[src/rtl/spi_regfifo_pkg.sv]
// Shared types and address-map helpers for the SPI register/FIFO slave.
// The address constants depend on module parameters, so they are exposed as functions.
package spi_regfifo_pkg;

   typedef enum logic [1:0] {
      ST_IDLE,
      ST_CMD,
      ST_DATA_WR,
      ST_DATA_RD
   } spi_state_t;

   localparam int SUM_ADDR = 0;

   function automatic int read_bit_idx(input int cmd_w);
      return cmd_w - 1;
   endfunction

   function automatic int fifo_addr(input int num_regs);
      return num_regs + 1;
   endfunction

   function automatic int stat_addr(input int num_regs);
      return num_regs + 2;
   endfunction

endpackage

[src/rtl/spi_sync_fifo.sv]
// Single-clock FIFO with wrap-around pointers one bit wider than the address.
// Pushes while full and pops while empty are ignored; the caller tracks the error flags.
module spi_sync_fifo #(
   parameter int DATA_W = 16,
   parameter int DEPTH  = 16
) (
   input  logic                     clk,
   input  logic                     rst_n,
   input  logic                     push,
   input  logic [DATA_W-1:0]        push_data,
   input  logic                     pop,
   output logic [DATA_W-1:0]        pop_data,
   output logic                     full,
   output logic                     empty,
   output logic [$clog2(DEPTH):0]   count
);

   localparam int AW = $clog2(DEPTH);

   logic [DATA_W-1:0] mem [DEPTH];
   logic [AW:0]       wr_ptr_reg;
   logic [AW:0]       rd_ptr_reg;

   assign empty    = (wr_ptr_reg == rd_ptr_reg);
   assign full     = (wr_ptr_reg[AW] != rd_ptr_reg[AW]) &&
                     (wr_ptr_reg[AW-1:0] == rd_ptr_reg[AW-1:0]);
   assign count    = wr_ptr_reg - rd_ptr_reg;
   // Head word is presented combinationally so a pop can load it in the same cycle.
   assign pop_data = mem[rd_ptr_reg[AW-1:0]];

   always_ff @(posedge clk) begin
      if (push && !full) begin
         mem[wr_ptr_reg[AW-1:0]] <= push_data;
      end
   end

   always_ff @(posedge clk or negedge rst_n) begin
      if (!rst_n) begin
         wr_ptr_reg <= '0;
         rd_ptr_reg <= '0;
      end else begin
         if (push && !full) begin
            wr_ptr_reg <= wr_ptr_reg + 1'b1;
         end
         if (pop && !empty) begin
            rd_ptr_reg <= rd_ptr_reg + 1'b1;
         end
      end
   end

endmodule

[src/rtl/spi_regfifo_slave.sv]
// SPI slave with separate command/data selects: register bank, SUM readback, FIFO channel
// and sticky STATUS word. All SPI pins are resynchronised and edge-detected in the clk domain.
module spi_regfifo_slave
   import spi_regfifo_pkg::*;
#(
   parameter int CMD_W      = 8,
   parameter int DATA_W     = 16,
   parameter int NUM_REGS   = 3,
   parameter int FIFO_DEPTH = 16,
   parameter int SPI_MODE   = 0
) (
   input  logic clk,
   input  logic rst_n,
   input  logic spi_scl,
   input  logic spi_sdi,
   input  logic spi_cs_cmd,
   input  logic spi_cs_data,
   output logic spi_sdo
);

   localparam int AW     = CMD_W - 1;
   localparam int RX_W   = (CMD_W > DATA_W) ? CMD_W : DATA_W;
   localparam int CNT_W  = $clog2(RX_W + 2);
   localparam int FCW    = $clog2(FIFO_DEPTH) + 1;
   localparam int RD_BIT = read_bit_idx(CMD_W);
   localparam logic          SCL_IDLE = (SPI_MODE == 3);
   localparam logic [AW-1:0] SUM_A    = AW'(SUM_ADDR);
   localparam logic [AW-1:0] FIFO_A   = AW'(fifo_addr(NUM_REGS));
   localparam logic [AW-1:0] STAT_A   = AW'(stat_addr(NUM_REGS));

   logic [2:0] scl_sr_reg, cs_cmd_sr_reg, cs_data_sr_reg;
   logic [1:0] sdi_sr_reg;

   // Two sync stages plus one history stage for edge detection; scl idles per SPI mode.
   always_ff @(posedge clk or negedge rst_n) begin
      if (!rst_n) begin
         scl_sr_reg     <= {3{SCL_IDLE}};
         sdi_sr_reg     <= '0;
         cs_cmd_sr_reg  <= '1;
         cs_data_sr_reg <= '1;
      end else begin
         scl_sr_reg     <= {scl_sr_reg[1:0], spi_scl};
         sdi_sr_reg     <= {sdi_sr_reg[0], spi_sdi};
         cs_cmd_sr_reg  <= {cs_cmd_sr_reg[1:0], spi_cs_cmd};
         cs_data_sr_reg <= {cs_data_sr_reg[1:0], spi_cs_data};
      end
   end

   logic scl_rise, sdi_s, cs_cmd_s, cs_cmd_fall, cs_cmd_rise, cs_data_fall, cs_data_rise;
   assign scl_rise     = scl_sr_reg[1] & ~scl_sr_reg[2];
   assign sdi_s        = sdi_sr_reg[1];
   assign cs_cmd_s     = cs_cmd_sr_reg[1];
   assign cs_cmd_fall  = ~cs_cmd_sr_reg[1] & cs_cmd_sr_reg[2];
   assign cs_cmd_rise  = cs_cmd_sr_reg[1] & ~cs_cmd_sr_reg[2];
   assign cs_data_fall = ~cs_data_sr_reg[1] & cs_data_sr_reg[2];
   assign cs_data_rise = cs_data_sr_reg[1] & ~cs_data_sr_reg[2];

   spi_state_t        state_reg, state_next;
   logic [CMD_W-1:0]  cmd_reg;
   logic [RX_W-1:0]   rx_reg;
   logic [CNT_W-1:0]  bit_cnt_reg;
   logic [DATA_W-1:0] tx_reg;
   logic [DATA_W-1:0] regs [NUM_REGS];
   logic              ovf_reg, unf_reg;
   logic              latch_cmd, commit_wr, load_rd, clr_cnt;

   always_ff @(posedge clk or negedge rst_n) begin
      if (!rst_n) state_reg <= ST_IDLE;
      else        state_reg <= state_next;
   end

   // A command select falling always wins; a data frame is only entered while cs_cmd is high.
   always_comb begin
      state_next = state_reg;
      latch_cmd  = 1'b0;
      commit_wr  = 1'b0;
      load_rd    = 1'b0;
      clr_cnt    = 1'b0;
      case (state_reg)
         ST_IDLE: begin
            if (cs_cmd_fall) begin
               state_next = ST_CMD;
               clr_cnt    = 1'b1;
            end else if (cs_data_fall && cs_cmd_s) begin
               clr_cnt = 1'b1;
               if (cmd_reg[RD_BIT]) begin
                  state_next = ST_DATA_RD;
                  load_rd    = 1'b1;
               end else begin
                  state_next = ST_DATA_WR;
               end
            end
         end
         ST_CMD: begin
            if (cs_cmd_rise) begin
               state_next = ST_IDLE;
               latch_cmd  = (bit_cnt_reg == CNT_W'(CMD_W));
            end
         end
         ST_DATA_WR, ST_DATA_RD: begin
            if (cs_cmd_fall) begin
               state_next = ST_CMD;
               clr_cnt    = 1'b1;
            end else if (cs_data_rise) begin
               state_next = ST_IDLE;
               commit_wr  = (state_reg == ST_DATA_WR) && (bit_cnt_reg == CNT_W'(DATA_W));
            end
         end
         default: state_next = ST_IDLE;
      endcase
   end

   logic [AW-1:0]     addr;
   logic [DATA_W-1:0] sum, status_word, rd_word, fifo_dout;
   logic              fifo_full, fifo_empty, fifo_push, fifo_pop;
   logic [FCW-1:0]    fifo_count;

   assign addr = cmd_reg[AW-1:0];

   always_comb begin
      sum = '0;
      for (int i = 0; i < NUM_REGS; i++) sum = sum + regs[i];
      status_word             = '0;
      status_word[FCW-1:0]    = fifo_count;
      status_word[DATA_W-1]   = ovf_reg;
      status_word[DATA_W-2]   = unf_reg;
      rd_word = '0;
      if (addr == SUM_A)       rd_word = sum;
      else if (addr == FIFO_A) rd_word = fifo_empty ? '0 : fifo_dout;
      else if (addr == STAT_A) rd_word = status_word;
      else begin
         for (int i = 0; i < NUM_REGS; i++) begin
            if (addr == AW'(i + 1)) rd_word = regs[i];
         end
      end
   end

   assign fifo_push = commit_wr && (addr == FIFO_A) && !fifo_full;
   assign fifo_pop  = load_rd && (addr == FIFO_A) && !fifo_empty;

   always_ff @(posedge clk or negedge rst_n) begin
      if (!rst_n) begin
         cmd_reg     <= '0;
         rx_reg      <= '0;
         bit_cnt_reg <= '0;
         tx_reg      <= '0;
         ovf_reg     <= 1'b0;
         unf_reg     <= 1'b0;
         for (int i = 0; i < NUM_REGS; i++) regs[i] <= '0;
      end else begin
         if (clr_cnt) begin
            bit_cnt_reg <= '0;
         end else if (scl_rise && (state_reg == ST_CMD || state_reg == ST_DATA_WR)
                      && bit_cnt_reg != '1) begin
            bit_cnt_reg <= bit_cnt_reg + 1'b1;
         end
         if (scl_rise && (state_reg == ST_CMD || state_reg == ST_DATA_WR)) begin
            rx_reg <= {rx_reg[RX_W-2:0], sdi_s};
         end
         if (latch_cmd) cmd_reg <= rx_reg[CMD_W-1:0];
         // Refilling with the LSB keeps the last driven bit on sdo after the word runs out.
         if (load_rd) begin
            tx_reg <= rd_word;
         end else if (scl_rise && state_reg == ST_DATA_RD) begin
            tx_reg <= {tx_reg[DATA_W-2:0], tx_reg[0]};
         end
         for (int i = 0; i < NUM_REGS; i++) begin
            if (commit_wr && addr == AW'(i + 1)) regs[i] <= rx_reg[DATA_W-1:0];
         end
         if (commit_wr && addr == STAT_A) begin
            ovf_reg <= 1'b0;
            unf_reg <= 1'b0;
         end
         if (commit_wr && addr == FIFO_A && fifo_full)  ovf_reg <= 1'b1;
         if (load_rd && addr == FIFO_A && fifo_empty)   unf_reg <= 1'b1;
      end
   end

   assign spi_sdo = tx_reg[DATA_W-1];

   spi_sync_fifo #(
      .DATA_W (DATA_W),
      .DEPTH  (FIFO_DEPTH)
   ) u_fifo (
      .clk       (clk),
      .rst_n     (rst_n),
      .push      (fifo_push),
      .push_data (rx_reg[DATA_W-1:0]),
      .pop       (fifo_pop),
      .pop_data  (fifo_dout),
      .full      (fifo_full),
      .empty     (fifo_empty),
      .count     (fifo_count)
   );

endmodule

[config.mk]
export PLATFORM = sky130hd
export DESIGN_NAME = spi_regfifo_slave
export DESIGN_NICKNAME = d
export VERILOG_FILES = /design/src/rtl/spi_regfifo_pkg.sv /design/src/rtl/spi_sync_fifo.sv /design/src/rtl/spi_regfifo_slave.sv
export SDC_FILE = /design/constraint.sdc
export NUM_CORES = 1
export LEC_CHECK = 0
export CAP_MARGIN = 10
export CORE_MARGIN = 3
export CORE_UTILIZATION = 60
export DETAILED_ROUTE_END_ITERATION = 12
export PLACE_DENSITY = 0.82
export RECOVER_POWER = 25
export SLEW_MARGIN = 40
export SYNTH_ARGS = -nofsm -noshare
export SYNTH_HDL_FRONTEND = slang
export SYNTH_SLANG_ARGS = --single-unit
[constraint.sdc]
create_clock -name clk -period 4 [get_ports clk]
set_input_delay 0.4 -clock clk [delete_from_list [all_inputs] [get_ports clk]]
set_output_delay 0.4 -clock clk [all_outputs]
set_load 0.01 [all_outputs]
==> results by group <==
Timing
  • Setup TNS: 0 ns
  • RSZ-0062 raised after global routing: false
  • Worst setup margin: 0.845 ns
  • Fmax: 317 MHz
  • Fin. Hold Viols: 0
  • Min Hold Slack: 0.347 ns
  • Setup violations, final: 0
  • Max Slew Vio Count: 0
  • Worst-margin pin slew: 0.906 ns
  • Final Cycle Share: 0.789
  • Tmin final: 3.15 ns
  • Slew margin rel.: 0.396
  • Worst clock skew: 0.0113 ns

Critical path
  • CP max stage cell: fa_1
  • Delay-heaviest family, CP: adder cells
  • Worst R2R End: tx_reg[13]$_DFFE_PN0P_
  • Crit end category: register
  • Crit-path cells: fa_1 > ha_1 > inv_1 > fa_1 > nand2b_1 > a211oi_1 > o21ai_0 > o21bai_1 > mux2i_1 > o21ai_0
  • CP bufs+invs: 1
  • Reg2reg path depth: 10
  • R2R Setup Slk: 0.85 ns
  • Req. time, crit path: 4.41 ns
  • CP Class: register to register
  • Worst EP arrival: 3.56 ns
  • CP max FO: 3
  • Reg-to-Reg Start: regs[1]$_DFFE_PN0P_
  • CP max stage delay: 0.54 ns
  • Startpoint class of the critical path: register

Outcome
  • Outcome: finished clean

Detailed routing
  • Via count: 9407
  • Antenna Nets Post-Route: 0
  • Wire length per cell: 25.4 µm
  • Drt via density: 6.55
  • Post-Route WL: 36400 µm
  • Drt drc: 0
  • First drt pass iteration count: 5
  • Initial DRC Count: 1085

Hold path
  • Worst Hold End: sdi_sr_reg[1]$_DFF_PN0_
  • Min-Delay Path Class: register to register
  • Worst hold path startpoint: sdi_sr_reg[0]$_DFF_PN0_
  • Worst hold path depth: 0

Logic synthesis
  • Async set-reset flop share out of synthesis: 0.316
  • EDFF count, synth: 256
  • Synth Net Count: 1079
  • Yosys top cell by area: edfxtp_1
  • Synth warnings: 0
  • Seq/Total Area, Yosys: 0.646
  • Syn Area/Cell: 16.1 µm²
  • Count of cell types in the netlist: 67
  • #FFs+latches synth: 374
  • Top-area cell type share of the netlist area: 0.466
  • Synth area leaders: edfxtp_1 (47%), dfrtp_1 (17%), mux4_2 (9.4%)
  • Cell area after synthesis: 16500 µm²
  • Cells after synthesis: 1025
  • Top_reg_cell synth: edfxtp_1

Die
  • # IOs: 7
  • Die width: 172 µm
  • FP Rows: 60
  • Die span in y: 172 µm
  • Die area: 29500 µm²
  • Effective utilization at floorplan: 0.612
  • Core box area: 27000 µm²

Power and ir drop
  • PD cells: 466 nW/µm²
  • Leakage power: 6.81 nW
  • Peak VDD IR: 368 µV

Finish
  • Nets: 1121
  • # diodes: 0
  • Layout cells sized above 1: 0.236
  • Post-Layout Cell Count: 1436
  • Syn-to-layout area delta: 11.2%
  • Number of flip-flops in the largest register: 256

Placed design
  • Post-Place Setup Slack: 0.891 ns
  • Port Buf Inserts: 6
  • Post-DP HPWL: 23000 µm
  • Placed cell count: 1367
  • Routability cong.: 0.930

CTS
  • CTS resizes: 0
  • H-tree depth: 2
  • Clock sink count: 374
  • Worst-path clk slew: 0.06 ns
  • Post-CTS Setup Bufs: 0
  • Hold buffer count at cts: 0
  • CTS tree: built
  • Total CTS buffers: 38
  • Clock tree buffer depth: 3
  • Clk_lat worst skew: 0.53 ns
  • Root buf cell: clkbuf_16

Global routing
  • Global-route wire length before repair: 57200 µm
  • Pin count of the biggest net entering global routing: 68
  • Number of global-route vias before repair: 9650
  • Total Routing Usage GR: 0.257
  • Initial antenna violation count: 0
  • GRT Residual Overflow: 0

Run
  • Max-Cap Viols: 0
## per-layer routing
metal  global-route usage  vias to the layer above  routed length [µm]
li1                     -                     4046                   -
met1                0.376                     4846               14900
met2                0.405                      420               17700
met3               0.0370                       95                2590
met4               0.0899                        0                1250
met5                    0                        -                   0
## layout make-up
type / instances / area [µm²]
Sequential cell: 374 / 10700
Fill cell: 1747 / 8610
Multi-Input combinational cell: 588 / 5600
Clock buffer: 49 / 1010
Tap cell: 341 / 427
Timing Repair Buffer: 47 / 400
Clock inverter: 19 / 173
Inverter: 18 / 67.6
## report_power, final
group | switching, mW | leakage [nW] | total [mW] | internal [mW]
combinational | 0.204 | 2.29 | 0.365 | 0.161
clock | 1.46 | 0.580 | 3.40 | 1.94
sequential | 0.352 | 3.93 | 4.79 | 4.43
## cell usage in the layout (no fill, tap or decap), types with 8 or more instances in the layout
cell       synthesis  final
and3_1            11     11
ha_1              31     31
inv_1             16     16
o22ai_1            8      8
a21oi_1           38     38
buf_4              5     37
nand2_1           75     75
nand3_1           11     10
mux2_1            10     10
nor2_1            53     46
nor3_1            13      9
clkbuf_16          0     39
a211oi_1          12     12
edfxtp_1         256    256
xnor2_1           19     19
mux2i_1           34     34
clkbuf_1          18     10
mux2_2            63     63
mux4_2            69     69
xor2_1             8      8
dfrtp_1          112    109
fa_1              17     17
o21ai_0           33     33
## worst max-delay path by stage
| stage | startpoint | end | slack [ns] | cells after the start |
|---|---|---|---|---|
| global route | regs[1]$_DFFE_PN0P_ | tx_reg[13]$_DFFE_PN0P_ | 0.61 | 10 |
| finish | regs[1]$_DFFE_PN0P_ | tx_reg[13]$_DFFE_PN0P_ | 0.85 | 10 |
| detailed placement | regs[1]$_DFFE_PN0P_ | tx_reg[11]$_DFFE_PN0P_ | 0.89 | 10 |
| floorplan | u_fifo.rd_ptr_reg[1]$_DFFE_PN0P_ | u_fifo.mem[3][0]$_DFFE_PP_ | 0.31 | 9 |
| global placement | regs[1]$_DFFE_PN0P_ | tx_reg[11]$_DFFE_PN0P_ | 0.97 | 10 |
| CTS | regs[1]$_DFFE_PN0P_ | tx_reg[11]$_DFFE_PN0P_ | 0.87 | 10 |
## metrics by stage
stage | util | power, mW | instance area (µm²)
detailed placement | 0.636 | 5.23 | 17100
CTS | 0.680 | 8.60 | 18300
global placement | 0.635 | 5.20 | 17100
global route | 0.680 | 8.83 | 18300
finish | 0.680 | 8.55 | 18300
floorplan | - | 4.95 | 16500
## cells in the mapped netlist (all sizes together), types with 7 or more instances
cell,count
nand2b,7
mux4,69
a211oi,12
ha,31
xnor2,19
nor2,54
a21oi,38
inv,17
nand2,76
mux2i,34
and3,11
o21ai,34
nand4,7
clkbuf,18
nand3,13
fa,17
nor3,14
buf,27
o22ai,8
xor2,8
dfrtp,112
edfxtp,256
mux2,73
## kinds of logic (layout without fill, tap and decap cells)
group,count (synthesis),after routing,synth area share
adders and majority gates,48,48,0.0441
muxes,176,176,0.165
xor gates and xnor gates,27,27,0.0143
buffers and inverters,63,133,0.0178
and+or+nand+nor,207,207,0.0646
AOI/OAI and AO/OA,130,130,0.0489
DFF,374,374,0.646
No activity file was read; power rests on OpenSTA's default activity.
